$ cat config.mk
export PLATFORM = sky130hd
export DESIGN_NAME = prog_instruction_memory
export DESIGN_NICKNAME = d
export VERILOG_FILES = /design/src/rtl/prog_instruction_memory.sv
export SDC_FILE = /design/constraint.sdc
export NUM_CORES = 1
export LEC_CHECK = 0
export CORE_UTILIZATION = 55
export CTS_CLUSTER_DIAMETER = 50
export DETAILED_ROUTE_END_ITERATION = 10
export GPL_TIMING_DRIVEN = 0
export PLACE_DENSITY = 0.73
export SLEW_MARGIN = 0
export SYNTH_ARGS = -nofsm -noshare
export SYNTH_HDL_FRONTEND = slang
export SYNTH_SLANG_ARGS = --single-unit
$ cat constraint.sdc
create_clock -name clk -period 2.2 [get_ports clk]
set_input_delay 0.44 -clock clk [delete_from_list [all_inputs] [get_ports clk]]
set_output_delay 0.44 -clock clk [all_outputs]
set_load 0.01 [all_outputs]
$ cat src/rtl/prog_instruction_memory.sv
// Loadable instruction memory: registered fetch port in RUN, sequential word loader in LOAD.
// Optional per-word even parity when IMEM_PARITY_EN is defined.
module prog_instruction_memory #(
  parameter int                    DATA_WIDTH = 8,
  parameter int                    ADDR_WIDTH = 8,
  parameter int                    DEPTH      = 32,
  parameter logic [DATA_WIDTH-1:0] FILL_WORD  = 8'hC0
) (
  input  logic                  clk,
  input  logic                  rst_n,
  input  logic [ADDR_WIDTH-1:0] Read_Address,
  input  logic                  rd_en,
  output logic [DATA_WIDTH-1:0] instruction,
  output logic                  instr_valid,
  output logic                  addr_fault,
  input  logic                  load_start,
  input  logic                  load_valid,
  input  logic [DATA_WIDTH-1:0] load_data,
  output logic                  load_ready,
  input  logic                  load_done,
  output logic [ADDR_WIDTH:0]   load_count,
  output logic                  parity_err
);

  localparam int IW = (DEPTH > 1) ? $clog2(DEPTH) : 1;
  localparam int CW = ADDR_WIDTH + 1;

  typedef enum logic {RUN, LOAD} state_t;
  state_t state, state_nxt;

  logic [DATA_WIDTH-1:0] mem [DEPTH];
  logic [IW-1:0]         ptr;
  logic [IW-1:0]         ra;
  logic                  wr_en, last_wr, fetch, in_range;

  // The write pointer is the low part of load_count; LOAD exits before it could pass DEPTH-1.
  assign ptr      = load_count[IW-1:0];
  assign ra       = Read_Address[IW-1:0];
  assign wr_en    = (state == LOAD) && load_valid;
  assign last_wr  = (load_count == CW'(DEPTH - 1));
  assign fetch    = (state == RUN) && rd_en;
  assign in_range = ({1'b0, Read_Address} < CW'(DEPTH));

  always_ff @(posedge clk or negedge rst_n) begin
    if (!rst_n) state <= RUN;
    else        state <= state_nxt;
  end

  always_comb begin
    state_nxt  = state;
    load_ready = 1'b0;
    case (state)
      RUN:  if (load_start) state_nxt = LOAD;
      LOAD: begin
        load_ready = 1'b1;
        if (load_done || (load_valid && last_wr)) state_nxt = RUN;
      end
      default: state_nxt = RUN;
    endcase
  end

  always_ff @(posedge clk or negedge rst_n) begin
    if (!rst_n)                               load_count <= '0;
    else if ((state == RUN) && load_start)    load_count <= '0;
    else if (wr_en)                           load_count <= load_count + CW'(1);
  end

  always_ff @(posedge clk or negedge rst_n) begin
    if (!rst_n) begin
      for (int i = 0; i < DEPTH; i++) mem[i] <= FILL_WORD;
    end else if (wr_en) begin
      mem[ptr] <= load_data;
    end
  end

  always_ff @(posedge clk or negedge rst_n) begin
    if (!rst_n) begin
      instruction <= FILL_WORD;
      instr_valid <= 1'b0;
      addr_fault  <= 1'b0;
    end else if (fetch) begin
      instruction <= in_range ? mem[ra] : FILL_WORD;
      instr_valid <= 1'b1;
      addr_fault  <= !in_range;
    end else begin
      instr_valid <= 1'b0;
    end
  end

`ifdef IMEM_PARITY_EN
  logic [DEPTH-1:0] par_bits;

  always_ff @(posedge clk or negedge rst_n) begin
    if (!rst_n)     par_bits      <= {DEPTH{^FILL_WORD}};
    else if (wr_en) par_bits[ptr] <= ^load_data;
  end

  // Out-of-range fetches return the constant fill word, which has no stored parity to compare.
  always_ff @(posedge clk or negedge rst_n) begin
    if (!rst_n)     parity_err <= 1'b0;
    else if (fetch) parity_err <= in_range && ((^mem[ra]) != par_bits[ra]);
  end
`else
  assign parity_err = 1'b0;
`endif

endmodule

==> impl_results.html <==
<table>
<tr><th>Metric</th><th>Value</th></tr>
<tr><th colspan="2">Timing</th></tr>
<tr><td>Highest attainable clock frequency</td><td>about 450 MHz</td></tr>
<tr><td>RSZ-0062 raised after global routing</td><td>true</td></tr>
<tr><td>Crit path time final</td><td>2.20 ns</td></tr>
<tr><td>Tightest Pin Transition</td><td>between 0.6 and 0.7 ns</td></tr>
<tr><td>Final period util</td><td>0.999</td></tr>
<tr><td>Final-report max-slew violation count</td><td>0</td></tr>
<tr><td>Worst path setup slack after routing</td><td>approximately 0.0015 ns</td></tr>
<tr><td>Fin Hold WS</td><td>0.444 ns</td></tr>
<tr><td>Setup violation total in the final timing report</td><td>0</td></tr>
<tr><td>Sum of negative setup slack</td><td>0 ns</td></tr>
<tr><td>Max-slew headroom</td><td>0.590</td></tr>
<tr><td>Final hold violation count</td><td>0</td></tr>
<tr><td>Worst Skew</td><td>around 0.017 ns</td></tr>
<tr><th colspan="2">Place</th></tr>
<tr><td>Weighted congestion reported at the end of routability-driven placement</td><td>approximately 0.84</td></tr>
<tr><td>Total half-perimeter wirelength after legalization and detailed placement</td><td>just over 20000 microns</td></tr>
<tr><td>I/O Buffers</td><td>39</td></tr>
<tr><td>Worst setup slack before clock tree synthesis</td><td>-0.664 ns</td></tr>
<tr><th colspan="2">Synthesis</th></tr>
<tr><td>Cell count after synthesis</td><td>roughly 900</td></tr>
<tr><td>Share of synthesized registers carrying an async set or reset</td><td>1.00</td></tr>
<tr><td>Mean Syn Cell Area</td><td>about 14 sq um</td></tr>
<tr><td>Portion of the post-synthesis area used by sequential elements</td><td>0.542</td></tr>
<tr><td>Area of the mapped netlist</td><td>roughly 0.013 sq mm</td></tr>
<tr><td>Main area contributors after synthesis</td><td>dfrtp_1, mux2_2, dfstp_2, mux2i_1, mux4_2</td></tr>
<tr><td>Most used DFF post-synth</td><td>dfrtp_1</td></tr>
<tr><td>Number of synthesized flops with an enable pin</td><td>0</td></tr>
<tr><td>Synth top cells by count</td><td>mux2_2, dfrtp_1, mux2i_1, dfstp_2</td></tr>
<tr><td>Register bit total from synthesis</td><td>roughly 280</td></tr>
<tr><td>Area fraction of the dominant cell type after synthesis</td><td>0.407</td></tr>
<tr><td>Cell taking the most area after synthesis</td><td>dfrtp_1</td></tr>
<tr><td>Number of nets produced by synthesis</td><td>between 900 and 1000</td></tr>
<tr><td>Count leader, synth</td><td>mux2_2</td></tr>
<tr><td>Count of cell types in the netlist</td><td>46</td></tr>
<tr><td>Warning count from the yosys run</td><td>0</td></tr>
<tr><th colspan="2">Route</th></tr>
<tr><td>Via-per-instance ratio</td><td>between 5 and 6</td></tr>
<tr><td>Detailed-route wire length per cell</td><td>roughly 23 microns</td></tr>
<tr><td>Post-detailed-route DRC marker count</td><td>0</td></tr>
<tr><td>Post-DRT Antenna Nets</td><td>0</td></tr>
<tr><td>Number of DRC markers after the initial detailed-route iteration</td><td>roughly 460</td></tr>
<tr><td>First-pass DRT Iterations</td><td>4</td></tr>
<tr><td>Wire length after detailed routing</td><td>30500 microns</td></tr>
<tr><td>Vias after detailed routing</td><td>around 7800</td></tr>
<tr><th colspan="2">GRT</th></tr>
<tr><td>Antenna violations before repair</td><td>0</td></tr>
<tr><td>Overall fraction of global-route tracks in use</td><td>0.268</td></tr>
<tr><td>Via count of the first global-routing pass</td><td>~8300</td></tr>
<tr><td>Global-route wire length before repair</td><td>~49000 microns</td></tr>
<tr><td>Pin count of the biggest net entering global routing</td><td>around 120</td></tr>
<tr><td>Congestion Overflow GR</td><td>0</td></tr>
<tr><th colspan="2">Worst setup path</th></tr>
<tr><td>Flop2flop setup slack</td><td>0.05 ns</td></tr>
<tr><td>Highest net fanout along the worst path</td><td>10</td></tr>
<tr><td>Crit path largest cell delay</td><td>~0.66 ns</td></tr>
<tr><td>Setup crit start kind</td><td>input port</td></tr>
<tr><td>Data arrival at the endpoint of the critical path</td><td>roughly 2.6 ns</td></tr>
<tr><td>Kind of critical path</td><td>in -&gt; reg</td></tr>
<tr><td>Crit path top cell by count</td><td>buf_2</td></tr>
<tr><td>Launch point of the worst reg-to-reg path</td><td>load_count[3]</td></tr>
<tr><td>CP endpoint kind</td><td>flip-flop</td></tr>
<tr><td>Slowest cell on the critical path</td><td>clkdlybuf4s50_1</td></tr>
<tr><td>Required time of the critical path</td><td>between 2 and 3 ns</td></tr>
<tr><td>Largest delay share family, worst path</td><td>buffers and inverters</td></tr>
<tr><td>Critical path startpoint</td><td>Read_Address[1]</td></tr>
<tr><td>Path length in cells of the critical path</td><td>8</td></tr>
<tr><td>Critical register-to-register path endpoint</td><td>mem[242]</td></tr>
<tr><td>Crit path cell chain</td><td>clkdlybuf4s50_1 &gt; nor2b_1 &gt; buf_2 &gt; buf_2 &gt; a22oi_1 &gt; a21oi_1 &gt; nor4_2 &gt; a22o_1</td></tr>
<tr><td>Worst setup path endpoint</td><td>instruction[1]</td></tr>
<tr><td>Crit path buf inv count</td><td>3</td></tr>
<tr><td>R2R depth</td><td>4</td></tr>
<tr><th colspan="2">Cells and area</th></tr>
<tr><td>Number of nets in the layout</td><td>1006</td></tr>
<tr><td>Area used by sequential logic in the layout</td><td>0.00699 sq mm</td></tr>
<tr><td># diodes</td><td>0</td></tr>
<tr><td>Synth-to-Final Area Change</td><td>15.6%</td></tr>
<tr><td>Layout cell share with drive strength beyond 1</td><td>0.453</td></tr>
<tr><td>Fill cell count</td><td>~1700</td></tr>
<tr><td>Multi-input gate area</td><td>approximately 0.0056 sq mm</td></tr>
<tr><th colspan="2">Floorplan</th></tr>
<tr><td>Initial core utilization</td><td>0.565</td></tr>
<tr><td>Die X-Extent</td><td>around 160 microns</td></tr>
<tr><td>Total Die Area</td><td>around 0.024 sq mm</td></tr>
<tr><td>Core area</td><td>roughly 0.023 sq mm</td></tr>
<tr><td>Die span in y</td><td>between 150 and 200 microns</td></tr>
<tr><td># IOs</td><td>between 40 and 50</td></tr>
<tr><td>Standard-cell row count</td><td>55</td></tr>
<tr><th colspan="2">Pwr</th></tr>
<tr><td>Maximum resistive drop on vdd</td><td>0.724 mV</td></tr>
<tr><td>Leakage component of the power</td><td>approximately 0.007 uW</td></tr>
<tr><td>P per Cell Area</td><td>~830 mW/mm^2</td></tr>
<tr><th colspan="2">Clock network</th></tr>
<tr><td>Clock tree from TritonCTS</td><td>yes</td></tr>
<tr><td>Total number of H-tree levels</td><td>1</td></tr>
<tr><td>Clock edge transition at the registers on the reported setup and hold paths</td><td>about 0.060 ns</td></tr>
<tr><td>Deepest clock path buffer count</td><td>3</td></tr>
<tr><td>Number of buffers created by CTS</td><td>30</td></tr>
<tr><td>Latest clock arrival within the worst-skew pair</td><td>roughly 0.55 ns</td></tr>
<tr><td>Root cell of the clock tree</td><td>clkbuf_16</td></tr>
<tr><td>Clk sinks</td><td>roughly 280</td></tr>
<tr><th colspan="2">Run</th></tr>
<tr><td>MaxCap Viol Count</td><td>0</td></tr>
<tr><th colspan="2">Min path</th></tr>
<tr><td>Hold WC Path Type</td><td>in -&gt; async</td></tr>
<tr><th colspan="2">Outcome</th></tr>
<tr><td>Status</td><td>complete, no violations</td></tr>
</table>
## logic make-up after synthesis
family                     share of synthesized area
DFF                                            0.542
and+or+nand+nor                               0.0462
other                                       0.000291
buffers and inverters                         0.0268
xor gates and xnor gates                     0.00136
muxes                                          0.340
adders and majority gates                    0.00388
AOI/OAI and AO/OA                             0.0395
## timing repair
item,4_1_cts,5_1_grt
gates resized for setup,5,12
endpoints found under the setup margin,16,98
hold buffers,1,0
buffers inserted,0,4
endpoints found under the hold margin,44,0
pin swaps,0,4
cloned,0,0
## how the worst min path moves through the flow
stage / slack [ns] / to / from
after detailed placement: 0.43 / mem[41] / rst_n
final: 0.44 / mem[41] / rst_n
after global placement: 0.47 / mem[144] / mem[144]
after floorplan: 0.14 / addr_fault / rst_n
after CTS: 0.45 / mem[41] / rst_n
after global routing: 0.48 / mem[33] / rst_n
## stage by stage
stage / util / cell area [sq um] / cells / total power (uW)
6_report: 0.653 / 14900 / 1317 / 12400
5_1_grt: 0.653 / 14900 / 1317 / 12800
4_1_cts: 0.648 / 14800 / 1314 / 12400
3_5_place_dp: 0.601 / 13700 / 1257 / 7270
3_3_place_gp: 0.599 / 13700 / 1255 / 7220
2_1_floorplan: - / 12900 / 903 / 6730
## worst reg2reg max path, delay by kind of cell, from the launching register on
family	cells	cell delay, ns
buffers and inverters	1	0.23
DFF	1	0.41
muxes	1	0.43
and+or+nand+nor	2	0.96
## cell usage in the layout, fill, tap and decap left out, drive strengths merged
master / instances
dlygate4sd3: 1
nor2b: 3
a311oi: 2
ha: 4
clkinv: 2
a21oi: 22
mux2i: 92
or4: 1
nor4: 7
bufinv: 2
and2b: 1
buf: 32
mux2: 258
a21o: 1
xor2: 2
nor3: 3
o31ai: 1
and3: 3
nand2: 32
dfstp: 66
conb: 1
o21a: 1
clkbuf: 89
mux4: 25
nand2b: 6
clkdlybuf4s50: 38
o21ai: 1
o211ai: 2
nor3b: 1
inv: 4
or2: 2
a22oi: 37
a22o: 6
a31o: 1
nand3: 11
and2: 3
nand4: 3
dfrtp: 210
nand3b: 2
nor2: 26
## registers in the layout, summed over array words and instances (netlist names)
register     cells
instr_valid      1
addr_fault       1
instruction      8
load_count       9
state            1
mem            256
## cell type report
class,instances,area share
Sequential cell,276,0.469
Multi-Input combinational cell,560,0.377
Clock buffer,51,0.0645
Timing Repair Buffer,46,0.0346
Tap cell,313,0.0263
Buffer,63,0.0227
Clock inverter,5,0.00512
Inverter,3,0.000755
## routing by layer
metal | track usage | share of wire
met1 | 0.384 | 0.46
met3 | 0.0326 | 0.042
met2 | 0.430 | 0.48
met4 | 0.0839 | 0.023
met5 | 0 | 0
## where the power goes
| group | total, uW | switching [uW] | internal (uW) |
|---|---|---|---|
| Sequential | 5810 | 229 | 5580 |
| Combinational | 1390 | 721 | 673 |
| Clock | 5170 | 1990 | 3180 |
No activity file was read; power rests on OpenSTA's default activity.
